===== src/rtl/dbg_pkg.sv =====
// Shared types and framing constants for the debug dump reader.
package dbg_pkg;

    // Walk order: header, every register, every memory word, trailer.
    typedef enum logic [2:0] {
        IDLE,
        HDR,
        RFETCH,
        RSEND,
        MFETCH,
        MSEND,
        TRL
    } dump_state_t;

    localparam logic [7:0] DUMP_HDR = 8'hA5;
    localparam logic [7:0] DUMP_TRL = 8'h5A;

endpackage


===== src/rtl/dump_shifter.sv =====
// Load/shift register for one dumped word plus its byte counter.
// Register words are N bits wide; memory words load zero-extended.
module dump_shifter #(
    parameter int N = 64
) (
    input  logic          clk,
    input  logic          reset,
    input  logic          load,
    input  logic          load_mem,
    input  logic [N-1:0]  reg_word,
    input  logic [31:0]   mem_word,
    input  logic          shift,
    output logic [7:0]    low_byte,
    output logic          last_byte
);

    // Wide enough to hold either a register or a memory word.
    localparam int W  = (N > 32) ? N : 32;
    localparam int NB = W / 8;
    localparam int CW = $clog2(NB) + 1;
    localparam logic [CW-1:0] REG_LAST = CW'(N / 8 - 1);
    localparam logic [CW-1:0] MEM_LAST = CW'(3);

    logic [W-1:0]  sr_reg, sr_next, shifted;
    logic [CW-1:0] cnt_reg, cnt_next;
    logic          mem_reg, mem_next;

    // Byte lanes move down by one on every shift; the top lane fills with zero.
    genvar gi;
    generate
        for (gi = 0; gi < NB; gi++) begin : g_lane
            if (gi == NB - 1) begin : g_top
                assign shifted[gi*8 +: 8] = 8'h00;
            end else begin : g_mid
                assign shifted[gi*8 +: 8] = sr_reg[(gi+1)*8 +: 8];
            end
        end
    endgenerate

    // Word/counter state, cleared asynchronously.
    always_ff @(posedge clk or negedge reset) begin
        if (!reset) begin
            sr_reg  <= '0;
            cnt_reg <= '0;
            mem_reg <= 1'b0;
        end else begin
            sr_reg  <= sr_next;
            cnt_reg <= cnt_next;
            mem_reg <= mem_next;
        end
    end

    // Load restarts the byte count; each accepted byte shifts and counts.
    always_comb begin
        sr_next  = sr_reg;
        cnt_next = cnt_reg;
        mem_next = mem_reg;
        if (load) begin
            sr_next  = load_mem ? W'(mem_word) : W'(reg_word);
            cnt_next = '0;
            mem_next = load_mem;
        end else if (shift) begin
            sr_next  = shifted;
            cnt_next = cnt_reg + 1'b1;
        end
    end

    assign low_byte  = sr_reg[7:0];
    assign last_byte = (cnt_reg == (mem_reg ? MEM_LAST : REG_LAST));

endmodule


===== src/rtl/debug_dump.sv =====
// Walks the core's registers and a memory window through the check ports
// and streams them as a framed, little-endian byte sequence.
module debug_dump
    import dbg_pkg::*;
#(
    parameter int N      = 64,
    parameter int NREG   = 32,
    parameter int MCOUNT = 64
) (
    input  logic          clk,
    input  logic          reset,
    input  logic          start,
    output logic [4:0]    checkra,
    input  logic [N-1:0]  checkr,
    output logic [7:0]    checkma,
    input  logic [31:0]   checkm,
    output logic [7:0]    dout,
    output logic          dout_valid,
    input  logic          dout_ready,
    output logic          busy,
    output logic          done
);

    localparam logic [4:0] RA_LAST = 5'(NREG - 1);
    localparam logic [7:0] MA_LAST = 8'(MCOUNT - 1);

    dump_state_t state_reg, state_next;
    logic [4:0]  ra_reg, ra_next;
    logic [7:0]  ma_reg, ma_next;
    logic        done_reg, done_next;
    logic        accept;
    logic        sh_load, sh_load_mem, sh_shift;
    logic [7:0]  low_byte;
    logic        last_byte;

    dump_shifter #(.N(N)) u_shifter (
        .clk       (clk),
        .reset     (reset),
        .load      (sh_load),
        .load_mem  (sh_load_mem),
        .reg_word  (checkr),
        .mem_word  (checkm),
        .shift     (sh_shift),
        .low_byte  (low_byte),
        .last_byte (last_byte)
    );

    assign accept = dout_valid && dout_ready;

    // State, index/address registers and the done pulse.
    always_ff @(posedge clk or negedge reset) begin
        if (!reset) begin
            state_reg <= IDLE;
            ra_reg    <= '0;
            ma_reg    <= '0;
            done_reg  <= 1'b0;
        end else begin
            state_reg <= state_next;
            ra_reg    <= ra_next;
            ma_reg    <= ma_next;
            done_reg  <= done_next;
        end
    end

    // Next state, index stepping on FETCH entry, and the byte-stream outputs.
    always_comb begin
        state_next  = state_reg;
        ra_next     = ra_reg;
        ma_next     = ma_reg;
        done_next   = 1'b0;
        sh_load     = 1'b0;
        sh_load_mem = 1'b0;
        sh_shift    = 1'b0;
        dout        = 8'h00;
        dout_valid  = 1'b0;
        case (state_reg)
            IDLE: begin
                if (start) begin
                    state_next = HDR;
                    ra_next    = '0;
                    ma_next    = '0;
                end
            end
            HDR: begin
                dout       = DUMP_HDR;
                dout_valid = 1'b1;
                if (accept) begin
                    state_next = RFETCH;
                    ra_next    = '0;
                end
            end
            RFETCH: begin
                sh_load    = 1'b1;
                state_next = RSEND;
            end
            RSEND: begin
                dout       = low_byte;
                dout_valid = 1'b1;
                if (accept) begin
                    sh_shift = 1'b1;
                    if (last_byte) begin
                        if (ra_reg == RA_LAST) begin
                            state_next = MFETCH;
                            ma_next    = '0;
                        end else begin
                            state_next = RFETCH;
                            ra_next    = ra_reg + 5'd1;
                        end
                    end
                end
            end
            MFETCH: begin
                sh_load     = 1'b1;
                sh_load_mem = 1'b1;
                state_next  = MSEND;
            end
            MSEND: begin
                dout       = low_byte;
                dout_valid = 1'b1;
                if (accept) begin
                    sh_shift = 1'b1;
                    if (last_byte) begin
                        if (ma_reg == MA_LAST) begin
                            state_next = TRL;
                        end else begin
                            state_next = MFETCH;
                            ma_next    = ma_reg + 8'd1;
                        end
                    end
                end
            end
            TRL: begin
                dout       = DUMP_TRL;
                dout_valid = 1'b1;
                if (accept) begin
                    state_next = IDLE;
                    done_next  = 1'b1;
                end
            end
            default: state_next = IDLE;
        endcase
    end

    assign checkra = ra_reg;
    assign checkma = ma_reg;
    assign busy    = (state_reg != IDLE);
    assign done    = done_reg;

endmodule


===== config.mk =====
export PLATFORM = sky130hd
export DESIGN_NAME = debug_dump
export DESIGN_NICKNAME = d
export VERILOG_FILES = /design/src/rtl/dbg_pkg.sv /design/src/rtl/dump_shifter.sv /design/src/rtl/debug_dump.sv
export SDC_FILE = /design/constraint.sdc
export NUM_CORES = 1
export LEC_CHECK = 0
export BUFFER_PORTS_ARGS = -buffer_cell sky130_fd_sc_hd__buf_4
export CAP_MARGIN = 20
export CORE_ASPECT_RATIO = 1.5
export CORE_MARGIN = 2
export CORE_UTILIZATION = 53
export CTS_CLUSTER_SIZE = 25
export DETAILED_ROUTE_END_ITERATION = 10
export GPL_TIMING_DRIVEN = 1
export PLACE_DENSITY = 0.79
export SYNTH_ARGS = -nofsm -noshare
export SYNTH_HDL_FRONTEND = slang
export SYNTH_SLANG_ARGS = --single-unit

===== constraint.sdc =====
create_clock -name clk -period 2.5 [get_ports clk]
set_input_delay 0.125 -clock clk [delete_from_list [all_inputs] [get_ports clk]]
set_output_delay 0.125 -clock clk [all_outputs]
set_load 0.01 [all_outputs]

== Word-level counts from Yosys, hierarchy flattened ==
Index checks and enable logic that the tools add are counted.
Word-level totals
  logic and storage cells: 78
  register bits after elaboration: 86
  bits of input ports: 100
  output and inout port bits: 24
Cells by class
  reductions and logical operators: 12
  $add $sub $neg: 3
  equality and inequality tests: 19
  mux-type cells: 37
Operator list (count)
  two-way mux 64 bit: 3
  two-way mux 8 bit: 7
  case mux 8 bit (3 select lines): 2
  two-way mux 3 bit: 9
  two-way mux 5 bit: 5
  case mux 3 bit (7 select lines): 1
  inequality test 2 bit, second input constant: 10
  case mux 5 bit (3 select lines): 1
  == test 3 bit, second input constant: 3
  nonzero test 3 bit: 3
  adder 8 x 1 -> 8 bit, second input constant: 1
  == test 8 x 6 -> 1 bit, second input constant: 1
  two-way mux 4 bit: 2
  AND reduction 8 bit: 1
  AND reduction 7 bit: 1
  == test 3 x 2 -> 1 bit, second input constant: 2
  two-way mux 1 bit: 6
  AND reduction 6 bit: 1
  adder 5 x 1 -> 5 bit, second input constant: 1
  == test 5 bit, second input constant: 1
  adder 4 x 1 -> 4 bit, second input constant: 1
  == test 4 bit: 1
  OR reduction 2 bit: 2
  OR reduction 4 bit: 1
  other kinds (5): 5

== Logic depth before layout (Yosys ltp) ==
Gate-level depths: netlist (run 1).
  word-level depth: 8
  mapped depth: 8
  mapped depth without buffers: 7

== Hierarchy ==
A second synthesis (run 1) with hierarchy kept.
Second synthesis, totals
  cell total of the unflattened synthesis: 425
  area, all modules: 4921.0 um^2
Modules (own cells, without submodules)
  dump_shifter: area an instance 3648.5 um^2, cells an instance 277, instances 1, seq. area each 1726.7 um^2
  debug_dump: area an instance 1272.5 um^2, cells an instance 148, instances 1, seq. area each 425.4 um^2

== Least setup slack after synthesis (run 1) ==
No wires, ideal clock.
  path kind: register to register
  start point: register ra_reg[0], in the netlist checkra[0]
  end point: register ra_reg[0], in the netlist checkra[0]
  buffers on the path: 0
  period minus slack after synthesis: 2.042 ns
  path slack: 0.458 ns
  cell stages (with the launch flop): 8
  arrival time: 1.918 ns
  required time: 2.375 ns
  setup time: 0.125 ns
  cell sequence: dfrtp_1 > ha_1 > and3_1 > ha_1 > nand2_1 > a32oi_1 > a211oi_2 > mux2_2
Between the ends
  cells in the longest elaborated chain, start to end: 5
  elaborated cells on any way between the ends: 8
  those cells by class: 1 x add/sub; 2 x eq/ne; 4 x mux; 1 x reduce/logical
Ends and longest elaborated chain
  from (decl): line debug_dump.sv:28  | logic [4:0] ra_reg, ra_next;
  from (signal assigned): line debug_dump.sv:59  | ra_reg <= ra_next;
  adder 5 x 1 -> 5 bit: line debug_dump.sv:107  | ra_next = ra_reg + 5'd1;
  two-way mux 5 bit: line debug_dump.sv:102  | if (ra_reg == RA_LAST) begin
  two-way mux 5 bit: line debug_dump.sv:101  | if (last_byte) begin
  two-way mux 5 bit: line debug_dump.sv:99  | if (accept) begin
  case mux 5 bit (3 select lines): line debug_dump.sv:76  | case (state_reg)
Parallel ways exist; a longest one is shown, timed or not. The select of a mux whose other input is x is not followed.
A chain may end at the register's enable or synchronous reset.

== Worst setup path in the final report (run 1) ==
Same ends and word-level chain as after synthesis.

==> metrics.sh, run 1 <==
RUN_STATUS='completed'
CTS_MAX_LEVEL=3
POWER_LEAKAGE_uW=0.00340
FINISH.CELL_COUNT_WITHOUT_FILLERS=714
CTS-BUFFERS-INSERTED=9
CRITPATHMAXFANOUT=5
PLACED_CELLS=674
INITIAL_CELL_DENSITY_OF_THE_CORE_PCT=53.9
FP-ROW-COUNT=42
IOS=124
SYNTH_FLOP_CELL='sky130_fd_sc_hd__dfrtp_1'
WORST_HOLD_DEPTH=3
MAXIMUM_NUMBER_OF_PINS_ON_ONE_NET_BEFORE_GLOBAL_ROUTE_REPAIR=74
CTS.REPAIR.RESIZED=0
DIEHEIGHT_UM=119
CRITICAL_PATH.SLOWEST_CELL='sky130_fd_sc_hd__dfrtp_1'
CP.REQUIRED_PS=2730
SYNTH.LIB_CELLS_USED.DISTINCT=53
CRITPATHCAPTURETYPE='flip-flop'
SYNTH_SEQ_CELLS=86
SETUP-TNS-FINAL_PS=0
DRT-VIAS-PER-INSTANCE=5.82
LAYOUT-DRIVE-GT1-SHARE_PCT=28.1
CORE-AREA_SQ_UM=8670
LARGEST_REGISTER_FFS=64
FINALWEIGHTEDCONGESTION=0.853
MAX_STAGE_DELAY_PS=430
SYNTHCELLS=466
CRITPATHARRIVALTIME_PS=2490
CTS_POST_SETUP_BUFFERS_INSERTED=0
POSTSYNTH.ASYNCRESETSHARE_PCT=100
HOLD_VIOL=0
MAXSLEWVIOLCOUNT=0
AREA_GROWTH_PCT=33.0
STARTPOINT_TYPE='flip-flop'
ANT_NETS=0
CTSHOLDBUFFERS=23
DETAIL_ROUTE.FIRST_PASS.ITERATIONS=4
CLOCK_LATENCY_PS=340
TIMING.HOLD.WORST.START='checkr[48]'
TRITONCTS_CLOCK_TREE='yes'
FINCLKSKEW_PS=5.12
TIMING.HOLD.WORST.CLASS='input port to flip-flop'
SEQ_AREA_FRAC_SYNTH_PCT=46.1
GRT_ANTENNA_BEFORE_REPAIR=0
CRITPATHMOSTFREQUENTCELL='sky130_fd_sc_hd__ha_1'
ROUTE.DETAILED.DRC=0
ROUTED_WIRE_LENGTH_UM=12400
WORSTREG2REGEND='checkra[0]'
ROUTED-VIA-COUNT=4158
SYNTH.CELL_AREA_SQ_UM=4670
SYNTH_EDF_COUNT=0
SYN_AREA_PER_CELL_SQ_UM=10.0
FP.DIEAREA_SQ_UM=9600
SYNTH.AREA.TOP_CELLS='sky130_fd_sc_hd__dfrtp_1, sky130_fd_sc_hd__mux2i_1, sky130_fd_sc_hd__a21o_1, sky130_fd_sc_hd__a211oi_1, sky130_fd_sc_hd__nand2_1'
DRT_FIRST_ITER_VIOLATIONS=273
POST-ROUTE-MIN-PERIOD_PS=2260
CLK_ROOT_BUFFER_CELL='sky130_fd_sc_hd__clkbuf_16'
CTS-ROOT-TO-SINK-BUFFERS=2
POST-DP-HPWL_UM=8120
MIN_DELAY_WORST_ENDPOINT='u_shifter.sr_reg[48]'
SLACK_OF_THE_WORST_REG_TO_REG_PATH_PS=240
POWER_DENSITY_OF_THE_PLACED_CELLS_nW_PER_UM2=778
RSZ0062_AT_GRT='false'
GRT_FIRST_PASS_WIRELENGTH_UM=19800
PATH_CLASS='flip-flop to flip-flop'
CRIT-REG2REG-LAUNCH='checkra[0]'
ROUTE.DETAILED.WL_PER_INST_UM=17.3
YOSYS.AREA.TOP_TYPE_SHARE_PCT=46.1
VDD.IR_DROP.WORST_V=0.000576
SYNTH_NETS=570
MAX_FREQ_GHz=0.443
WORST_MARGIN_SLEW_PS=716
RELSLEWSLACK_PCT=51.8
PORT_BUFFERS=123
CTS.CLK_SLEW.WORST_PATHS_PS=60
TRITONCTS_NUM_SINKS=86
SYNTHESIS.YOSYS.WARNINGS=0
ANTENNA_CELLS=0
NNETSFINAL=703
CAP_VIOLATIONS=0
SYNTHMOSTINSTANTIATEDCELL='sky130_fd_sc_hd__dfrtp_1'
SETUP_VIOLATIONS=0
CRIT_CHAIN='ha_1 > and3_1 > ha_1 > nand2_1 > a32oi_1 > a211oi_2 > mux2_2'
FIRST_GLOBAL_VIAS=4141
R2R_CELLS=7
GLOBALROUTETOTALUTIL_PCT=26.9
OVERFLOW=0
SYNTH_TOP_CELL_BY_AREA='sky130_fd_sc_hd__dfrtp_1'
TIMING.FINAL.CRIT_SHARE_PCT=90.4
DIE_WIDTH_UM=80.7
POST_SYNTH_MOST_FREQUENT_CELLS='sky130_fd_sc_hd__dfrtp_1, sky130_fd_sc_hd__mux2i_1, sky130_fd_sc_hd__nand2_1'
layout make-up:
class / instances / area (sq um)
tap: 110 / 138
inverter: 7 / 26.3
fill: 654 / 2460
sequential: 86 / 2150
timing repair buffer: 158 / 1260
clock buffer: 12 / 246
multi-input combinational: 337 / 2320
clock inverter: 4 / 70.1
worst max-delay path: cells and delay by family (launching register included):
kind | cells | cell delay (ps)
AO/OA/AOI/OAI | 2 | 600
AND/OR/NAND/NOR | 2 | 270
multiplexers | 1 | 380
adder cells (fa/ha/maj) | 2 | 470
flip-flops | 1 | 430
cells in the final DEF (no fill, tap or decap), drive strengths merged, types with 5 or more instances in the layout:
master       Yosys  layout
a211oi          33      33
a21o            40      40
a21oi            5       5
a22o            10      10
buf             17     135
clkbuf          19      12
dfrtp           86      86
dlygate4sd3      0      23
inv              6       6
mux2i           59      59
nand2           47      47
nand3            7       7
nor2            45      45
nor3             7       7
o21ai           34      34
routing by layer:
| metal | wire (um) | GRT usage, % | part of all wire [%] |
|---|---|---|---|
| met1 | 4880 | 32.8 | 39 |
| met2 | 6450 | 45.1 | 52 |
| met3 | 654 | 6.74 | 5.3 |
| met4 | 401 | 10.8 | 3.2 |
| met5 | 0 | 0 | 0 |
power by group:
group / switching (uW) / internal, uW / leakage (uW) / total (uW)
clock: 543 / 900 / 0.000157 / 1440
sequential: 290 / 1790 / 0.00115 / 2080
combinational: 582 / 734 / 0.00210 / 1320
total: 1420 / 3420 / 0.00340 / 4840
cell families (layout without fill, tap and decap cells):
family                     Yosys count  after routing  share of synthesized area, %
AOI/OAI and AO/OA                  140            140                          21.5
and+or+nand+nor                    129            129                          12.9
DFF                                 86             86                          46.1
muxes                               60             60                          12.9
buffers and inverters               43            181                          4.50
adders and majority gates            4              4                          1.07
xor gates and xnor gates             4              4                          1.07
how the worst max path moves through the flow:
stage          cells past startpoint          from  slack (ps)              endpoint
2_1_floorplan                      7    checkra[0]         460            checkra[0]
3_3_place_gp                       5  state_reg[1]         380  u_shifter.sr_reg[47]
3_5_place_dp                       7    checkra[0]         320            checkra[0]
4_1_cts                            7    checkra[0]         250            checkra[0]
5_1_grt                            5  state_reg[0]         130  u_shifter.sr_reg[12]
6_report                           7    checkra[0]         240            checkra[0]
through the flow:
step / total power [uW] / hold slack [ps] / worst slack [ps] / utilization [%] / area (sq um)
finish: 4840 / 5.81 / 241 / 71.6 / 6210
global route: 5090 / 11.5 / 128 / 71.6 / 6210
global placement: 3300 / 109 / 385 / 65.2 / 5650
floorplan: 2820 / -171 / 458 / - / 4670
CTS: 4850 / 0.913 / 253 / 71.5 / 6200
detailed placement: 3370 / 117 / 323 / 65.2 / 5650
(Power assumes the default switching activity.)
==> run 2: changes to the inputs <==
--- a/config.mk
+++ b/config.mk
@@ -7,7 +7,6 @@
 export LEC_CHECK = 0
 export BUFFER_PORTS_ARGS = -buffer_cell sky130_fd_sc_hd__buf_4
 export CAP_MARGIN = 20
-export CORE_ASPECT_RATIO = 1.5
 export CORE_MARGIN = 2
 export CORE_UTILIZATION = 53
 export CTS_CLUSTER_SIZE = 25
==> run 2 against run 1 <==
Worst hold slack better by 60 ps. Die area shrank 0.16%. Global-route usage down 0.43 points. Sequential power about the same. Fmax up 1.1%. Clock power is 22% lower. Via count is 1.2% higher. Sequential share of layout area shrank 0.12 points. First-iteration DRC count down 33%. Sequential cell count did not move. Clock-buffer cell count fell by 3. Design area up 0.34%. Critical endpoint unchanged. Largest cell class unchanged. Largest power group unchanged. Highest routed layer unchanged.
==> metrics.sh, run 2 (synthesis results as in run 1) <==
CORE-AREA_SQ_UM=8640
ROUTED_WIRE_LENGTH_UM=12700
CAP_VIOLATIONS=0
CRITPATHCAPTURETYPE='flip-flop'
DRT_FIRST_ITER_VIOLATIONS=183
TRITONCTS_CLOCK_TREE='yes'
POST_ROUTE_CELL_AREA_SQ_UM=6230
SETUP-TNS-FINAL_PS=0
POST-DP-HPWL_UM=8110
INITIAL_CELL_DENSITY_OF_THE_CORE_PCT=54.1
IOS=124
CRITPATHMAXFANOUT=5
LAYOUT-DRIVE-GT1-SHARE_PCT=27.9
POST-ROUTE-MIN-PERIOD_PS=2230
ROUTE.DETAILED.WL_PER_INST_UM=17.6
LARGEST_REGISTER_FFS=64
TIMING.FINAL.CRIT_SHARE_PCT=89.4
ANTENNA_CELLS=0
PORT_BUFFERS=123
MAX_FREQ_GHz=0.448
OVERFLOW=0
FINCLKSKEW_PS=19.0
CTS.CLK_SLEW.WORST_PATHS_PS=90
FIRST_GLOBAL_VIAS=4275
DRT-VIAS-PER-INSTANCE=5.83
TRITONCTS_NUM_SINKS=86
GRT_ANTENNA_BEFORE_REPAIR=0
DIEHEIGHT_UM=97.9
FP-ROW-COUNT=34
MAXSLEWVIOLCOUNT=0
STARTPOINT_TYPE='flip-flop'
RELSLEWSLACK_PCT=56.9
ROUTE.DETAILED.DRC=0
POWER_LEAKAGE_uW=0.00340
CLK_ROOT_BUFFER_CELL='sky130_fd_sc_hd__clkbuf_8'
CLOCK_LATENCY_PS=370
SETUP_VIOLATIONS=0
DETAIL_ROUTE.FIRST_PASS.ITERATIONS=5
FINALWEIGHTEDCONGESTION=0.862
CTS_POST_SETUP_BUFFERS_INSERTED=0
PLACED_CELL_AREA_SQ_UM=5650
CP.REQUIRED_PS=2750
AREA_GROWTH_PCT=33.5
FIN_WORST_HOLD_SLACK_PS=65.7
DIE_WIDTH_UM=97.9
FINISH.CELL_COUNT_WITHOUT_FILLERS=721
CTS-BUFFERS-INSERTED=9
TIMING.HOLD.WORST.CLASS='input port to flip-flop'
MOST_COMMON_LIBRARY_CELL_IN_THE_LAYOUT_IGNORING_FILL_AND_TAPS='sky130_fd_sc_hd__buf_4'
ROUTED-VIA-COUNT=4207
HOLD_VIOL=0
VDD.IR_DROP.WORST_V=0.000360
GRT_FIRST_PASS_WIRELENGTH_UM=20500
CTS_MAX_LEVEL=3
GLOBALROUTETOTALUTIL_PCT=26.5
WORST_MARGIN_SLEW_PS=641
RUN_STATUS='completed'
CTS-ROOT-TO-SINK-BUFFERS=2
RSZ0062_AT_GRT='false'
MOSTFREQUENTLAYOUTCELLS='sky130_fd_sc_hd__buf_4, sky130_fd_sc_hd__dfrtp_1, sky130_fd_sc_hd__mux2i_1'
PLACED_CELLS=671
PATH_CLASS='flip-flop to flip-flop'
POWER_DENSITY_OF_THE_PLACED_CELLS_nW_PER_UM2=729
CRITPATHARRIVALTIME_PS=2480
MAXIMUM_NUMBER_OF_PINS_ON_ONE_NET_BEFORE_GLOBAL_ROUTE_REPAIR=74
NNETSFINAL=712
ANT_NETS=0
FP.DIEAREA_SQ_UM=9580
FINALPOWER_uW=4540
-- run 2: cell types whose count changed in the layout (fill, tap and decap cells not counted) --
| cell | previous run | this run |
|---|---|---|
| sky130_fd_sc_hd__clkinv_2 | 2 | 0 |
| sky130_fd_sc_hd__clkinvlp_4 | 0 | 2 |
| sky130_fd_sc_hd__buf_8 | 1 | 0 |
| sky130_fd_sc_hd__clkbuf_1 | 2 | 0 |
| sky130_fd_sc_hd__clkbuf_8 | 1 | 9 |
| sky130_fd_sc_hd__buf_4 | 133 | 131 |
| sky130_fd_sc_hd__clkbuf_16 | 9 | 1 |
| sky130_fd_sc_hd__inv_6 | 0 | 3 |
| sky130_fd_sc_hd__buf_12 | 1 | 2 |
| sky130_fd_sc_hd__dlygate4sd3_1 | 23 | 33 |
-- run 2: power by group --
part	switching, uW	internal, uW	leakage [uW]	total, uW
registers	304	1780	0.00115	2090
clock network	558	574	0.000107	1130
logic	583	742	0.00214	1330
-- run 2: through the flow --
stage,utilization (%),setup slack (ps)
finish,72.2,266
floorplan,-,458
global route,72.2,152
global placement,65.5,417
CTS,71.9,285
detailed placement,65.5,312
-- run 2: worst paths after layout --
check	from	end	slack [ps]	cells after the start
max	checkra[0]	checkra[0]	270	7
min	start	state_reg[0]	70	3
max reg2reg	checkra[0]	checkra[0]	270	7
min reg2reg	u_shifter.sr_reg[0]	u_shifter.sr_reg[0]	480	1
max in group asynchronous	reset	u_shifter.sr_reg[27]	1550	3
min in group asynchronous	reset	checkma[4]	290	2
-- run 2: critical path, cell delays in order (launching register included) --
cell and delay, ps:
sky130_fd_sc_hd__dfrtp_1 430, sky130_fd_sc_hd__ha_1 230, sky130_fd_sc_hd__and3_1 180, sky130_fd_sc_hd__ha_1 220
sky130_fd_sc_hd__nand2_1 90, sky130_fd_sc_hd__a32oi_1 180, sky130_fd_sc_hd__a211oi_2 410, sky130_fd_sc_hd__mux2_2 380
-- run 2: per-layer routing --
layer | wire length [um] | part of all wire [%] | up-vias | GRT usage, %
li1 | - | - | 1981 | -
met1 | 5160 | 41 | 2064 | 33.8
met2 | 6580 | 52 | 136 | 45.2
met3 | 680 | 5.4 | 26 | 4.80
met4 | 273 | 2.2 | 0 | 10.1
met5 | 0 | 0 | - | 0
-- run 2: what timing repair did --
| item | 4_1_cts | 5_1_grt |
|---|---|---|
| gates resized for setup | 0 | 0 |
| endpoints found under the hold margin | 76 | 0 |
| hold buffers | 33 | 0 |
-- run 2: layout make-up --
| class | count | area (sq um) |
|---|---|---|
| fillers | 619 | 2400 |
| multi-input cells | 337 | 2320 |
| flip-flops and latches | 86 | 2150 |
| repair buffers | 167 | 1380 |
| well taps | 108 | 135 |
| clock buffers | 9 | 124 |
| clock inverters | 7 | 101 |
| inverters | 7 | 26.3 |
==> run 3: changes to the inputs <==
--- a/config.mk
+++ b/config.mk
@@ -8,11 +8,12 @@
 export BUFFER_PORTS_ARGS = -buffer_cell sky130_fd_sc_hd__buf_4
 export CAP_MARGIN = 20
 export CORE_MARGIN = 2
-export CORE_UTILIZATION = 53
+export CORE_UTILIZATION = 49
 export CTS_CLUSTER_SIZE = 25
 export DETAILED_ROUTE_END_ITERATION = 10
 export GPL_TIMING_DRIVEN = 1
-export PLACE_DENSITY = 0.79
+export PLACE_DENSITY = 0.76
 export SYNTH_ARGS = -nofsm -noshare
 export SYNTH_HDL_FRONTEND = slang
+export SYNTH_HIERARCHICAL = 1
 export SYNTH_SLANG_ARGS = --single-unit
==> constraint.sdc (replaced) <==
create_clock -name clk -period 1.9 [get_ports clk]
set_input_delay 0.095 -clock clk [delete_from_list [all_inputs] [get_ports clk]]
set_output_delay 0.095 -clock clk [all_outputs]
set_load 0.01 [all_outputs]
==> run 3 against run 2 <==
Area after synthesis rose by 5.4%. Register-to-register slack got worse by 210 ps. Clock power rose by 28%. Utilization fell by 2.3 points. First-iteration DRC count rose by 14%. Design area rose by 9.6%. Largest cell class unchanged. Routed wire length fell by 5.1%. Clock-buffer cell count did not move. Die area rose by 13%.
==> metrics.sh, run 3 <==
DRT-VIAS-PER-INSTANCE=5.43
SEQ_AREA_FRAC_SYNTH_PCT=43.7
LAYOUT-DRIVE-GT1-SHARE_PCT=35.4
PLACED_CELLS=670
FIRST_GLOBAL_VIAS=4132
CTS-BUFFERS-INSERTED=9
FP.DIEAREA_SQ_UM=10900
RELSLEWSLACK_PCT=69.7
INITIAL_CELL_DENSITY_OF_THE_CORE_PCT=50.3
AREA_GROWTH_PCT=38.9
GLOBALROUTETOTALUTIL_PCT=22.3
POST-ROUTE-MIN-PERIOD_PS=1850
ROUTED-VIA-COUNT=3944
P_COMB_SHARE_PCT=46.2
GRT_ANTENNA_BEFORE_REPAIR=0
VDD.IR_DROP.WORST_V=0.000679
POST-ROUTE-WORST-SETUP-SLACK_PS=54.1
INTPOWER_uW=5370
FIN_WORST_HOLD_SLACK_PS=27.6
SYNTH_SEQ_CELLS=86
SETUP_VIOLATIONS=0
DETAIL_ROUTE.FIRST_PASS.ITERATIONS=4
DIE_WIDTH_UM=104
PATH_CLASS='flip-flop to flip-flop'
CP.REQUIRED_PS=2140
LARGEST_REGISTER_FFS=64
NNETSFINAL=693
COMBINATIONAL_FAMILY_WITH_THE_MOST_AREA_AFTER_SYNTHESIS='multiplexers'
CRITPATHARRIVALTIME_PS=2090
SYNTHESIS.YOSYS.WARNINGS=6
LAYOUT.FILLER_CELLS=695
SYNTH.CELL_AREA_SQ_UM=4920
SYN_AREA_PER_CELL_SQ_UM=11.6
ANTENNA_CELLS=0
RSZ0062_AT_GRT='true'
ROUTE.DETAILED.WL_PER_INST_UM=16.6
DRT_FIRST_ITER_VIOLATIONS=208
POSTSYNTH.ASYNCRESETSHARE_PCT=100
OVERFLOW=0
YOSYS.AREA.TOP_TYPE_SHARE_PCT=43.7
POWER_LEAKAGE_uW=0.00316
TRITONCTS_NUM_SINKS=86
SYNTH_MUX_AREA_SHARE_PCT=25.6
CAP_VIOLATIONS=0
CTS.CLK_SLEW.WORST_PATHS_PS=90
MOST_COMMON_LIBRARY_CELL_IN_THE_LAYOUT_IGNORING_FILL_AND_TAPS='sky130_fd_sc_hd__buf_4'
CRIT_CHAIN='ha_2 > and3_4 > ha_4 > nand4b_1 > o31ai_4 > o211ai_1 > o21ai_2 > o41ai_4'
MAX_STAGE_DELAY_PS=370
SYNTH_FLOP_CELL='sky130_fd_sc_hd__dfrtp_1'
CTS-ROOT-TO-SINK-BUFFERS=2
POST-DP-HPWL_UM=8240
GRT_FIRST_PASS_WIRELENGTH_UM=19500
SYNTH.AREA.TOP_CELLS='sky130_fd_sc_hd__dfrtp_1, sky130_fd_sc_hd__mux2i_1, sky130_fd_sc_hd__o2bb2ai_1, sky130_fd_sc_hd__buf_4, sky130_fd_sc_hd__buf_6'
CRIT_FAMILY='compound AO/OA/AOI/OAI gates'
IOS=124
TIMING.HOLD.WORST.CLASS='input port to flip-flop'
WORST_MARGIN_SLEW_PS=455
SYNTH.LIB_CELLS_USED.DISTINCT=56
CP_BUF_INV_COUNT=0
MAXSLEWVIOLCOUNT=0
CRITICAL_PATH.SLOWEST_CELL='sky130_fd_sc_hd__dfrtp_1'
MOSTFREQUENTLAYOUTCELLS='sky130_fd_sc_hd__buf_4, sky130_fd_sc_hd__mux2i_1, sky130_fd_sc_hd__dfrtp_1'
POST_SYNTH_MOST_FREQUENT_CELLS='sky130_fd_sc_hd__mux2i_1, sky130_fd_sc_hd__dfrtp_1, sky130_fd_sc_hd__o2bb2ai_1'
MAX_FREQ_GHz=0.542
PLACEMENT.SETUP.WORST_SLACK_PS=-164
SYNTH_NETS=529
ROUTED_WIRE_LENGTH_UM=12100
YOSYS.AREA_SHARE.SIMPLE_PCT=8.59
MAXIMUM_NUMBER_OF_PINS_ON_ONE_NET_BEFORE_GLOBAL_ROUTE_REPAIR=87
SYNTH-COMPOUND-AREA-SHARE_PCT=12.3
SYNTHMOSTINSTANTIATEDCELL='sky130_fd_sc_hd__mux2i_1'
SYNTH_XOR_AREA_SHARE_PCT=0.712
NETSWITCHINGFRACTION_PCT=35.9
SLACK_OF_THE_WORST_REG_TO_REG_PATH_PS=50
CTS_MAX_LEVEL=3
SYNTH_EDF_COUNT=0
TRITONCTS_CLOCK_TREE='yes'
FINISH.CELL_COUNT_WITHOUT_FILLERS=727
CORE-AREA_SQ_UM=9770
SEQPWRFRAC_PCT=36.6
SYNTHCELLS=425
PORT_BUFFERS=123
SHARE_CLK_OF_TOTAL_POWER_PCT=17.3
CRITPATHCAPTURETYPE='flip-flop'
POWER_DENSITY_OF_THE_PLACED_CELLS_nW_PER_UM2=1230
FINCLKSKEW_PS=9.17
ANT_NETS=0
FINALWEIGHTEDCONGESTION=0.863
HOLD_VIOL=0
CRITPATHMAXFANOUT=5
ROUTE.DETAILED.DRC=0
YOSYS.AREA_SHARE.ADDER_PCT=1.83
CLOCK_LATENCY_PS=360
FP-ROW-COUNT=36
STARTPOINT_TYPE='flip-flop'
CLK_ROOT_BUFFER_CELL='sky130_fd_sc_hd__clkbuf_8'
NET-SWITCHING-POWER_uW=3000
DIEHEIGHT_UM=104
RUN_STATUS='completed'
TIMING.FINAL.CRIT_SHARE_PCT=97.2
SYNTH_TOP_CELL_BY_AREA='sky130_fd_sc_hd__dfrtp_1'
## run 3: cell types whose count changed after synthesis, sizes merged, moves of 6 or more
cell	previous run	this run
mux2i	59	123
nor2	45	12
a211oi	33	1
a21o	40	12
nand2	47	19
o2bb2ai	0	25
buf	17	40
o21ai	34	13
clkbuf	19	2
a21oi	5	11
nor3	7	1
nor3b	3	9
## run 3: power by group through the flow
stage	logic (uW)	clock network [uW]	registers, uW
3_5_place_dp	3660	0	3100
2_1_floorplan	2660	0	2930
4_1_cts	3750	1470	3060
6_report	3860	1450	3060
5_1_grt	4200	1530	3140
3_3_place_gp	3520	0	3050
## run 3: cell families after synthesis
kind of cell | Yosys count
flops | 86
fa+ha+maj | 8
simple gates | 73
mux | 125
compound gates | 80
buf+inv | 49
xor+xnor | 4
## run 3: worst paths after layout
kind	startpoint	end	cells past startpoint
min in group asynchronous	reset	checkma[6]	3
hold reg to reg	checkma[0]	checkma[0]	1
setup reg to reg	checkra[1]	checkma[6]	8
setup / recovery	checkra[1]	checkma[6]	8
hold / removal	checkr[5]	u_shifter/sr_reg[5]	3
max in group asynchronous	reset	state_reg[2]	3
## run 3: layout make-up
class	count	area [sq um]	area share (%)
multi-input combinational	290	2560	37.4
sequential	86	2150	31.5
timing repair buffer	195	1710	25.0
tap	133	166	2.44
clock buffer	9	124	1.81
clock inverter	7	96.3	1.41
inverter	7	26.3	0.384
## run 3: per-layer routing
layer | track usage, % | wire, um | vias up
met1 | 26.9 | 4900 | 1913
met2 | 39.6 | 6270 | 122
met3 | 4.07 | 602 | 27
met5 | 0 | 0 | -
met4 | 8.01 | 280 | 0
li1 | - | - | 1882
## run 3: worst register-to-register path: cells and delay by family, from the launching register on
kind,cells,cell delay [ps]
compound gates,4,690
flops,1,370
simple gates,2,370
fa+ha+maj,2,320
## run 3: through the flow
step	util (%)	area, sq um	setup TNS, ps	total power [uW]
finish	69.9	6830	0	8370
CTS	68.2	6660	0	8270
global placement	62.3	6090	-85.7	6570
global route	69.9	6830	-199	8880
detailed placement	62.3	6090	-1040	6760
floorplan	-	4920	0	5600
## run 3: timing repair
action | 4_1_cts | 5_1_grt
hold endpoints to repair | 118 | 0
setup endpoints to repair | 13 | 32
resized for setup | 3 | 26
cloned | 0 | 0
pin swaps | 0 | 13
buffers inserted | 0 | 8
hold buffers | 33 | 0
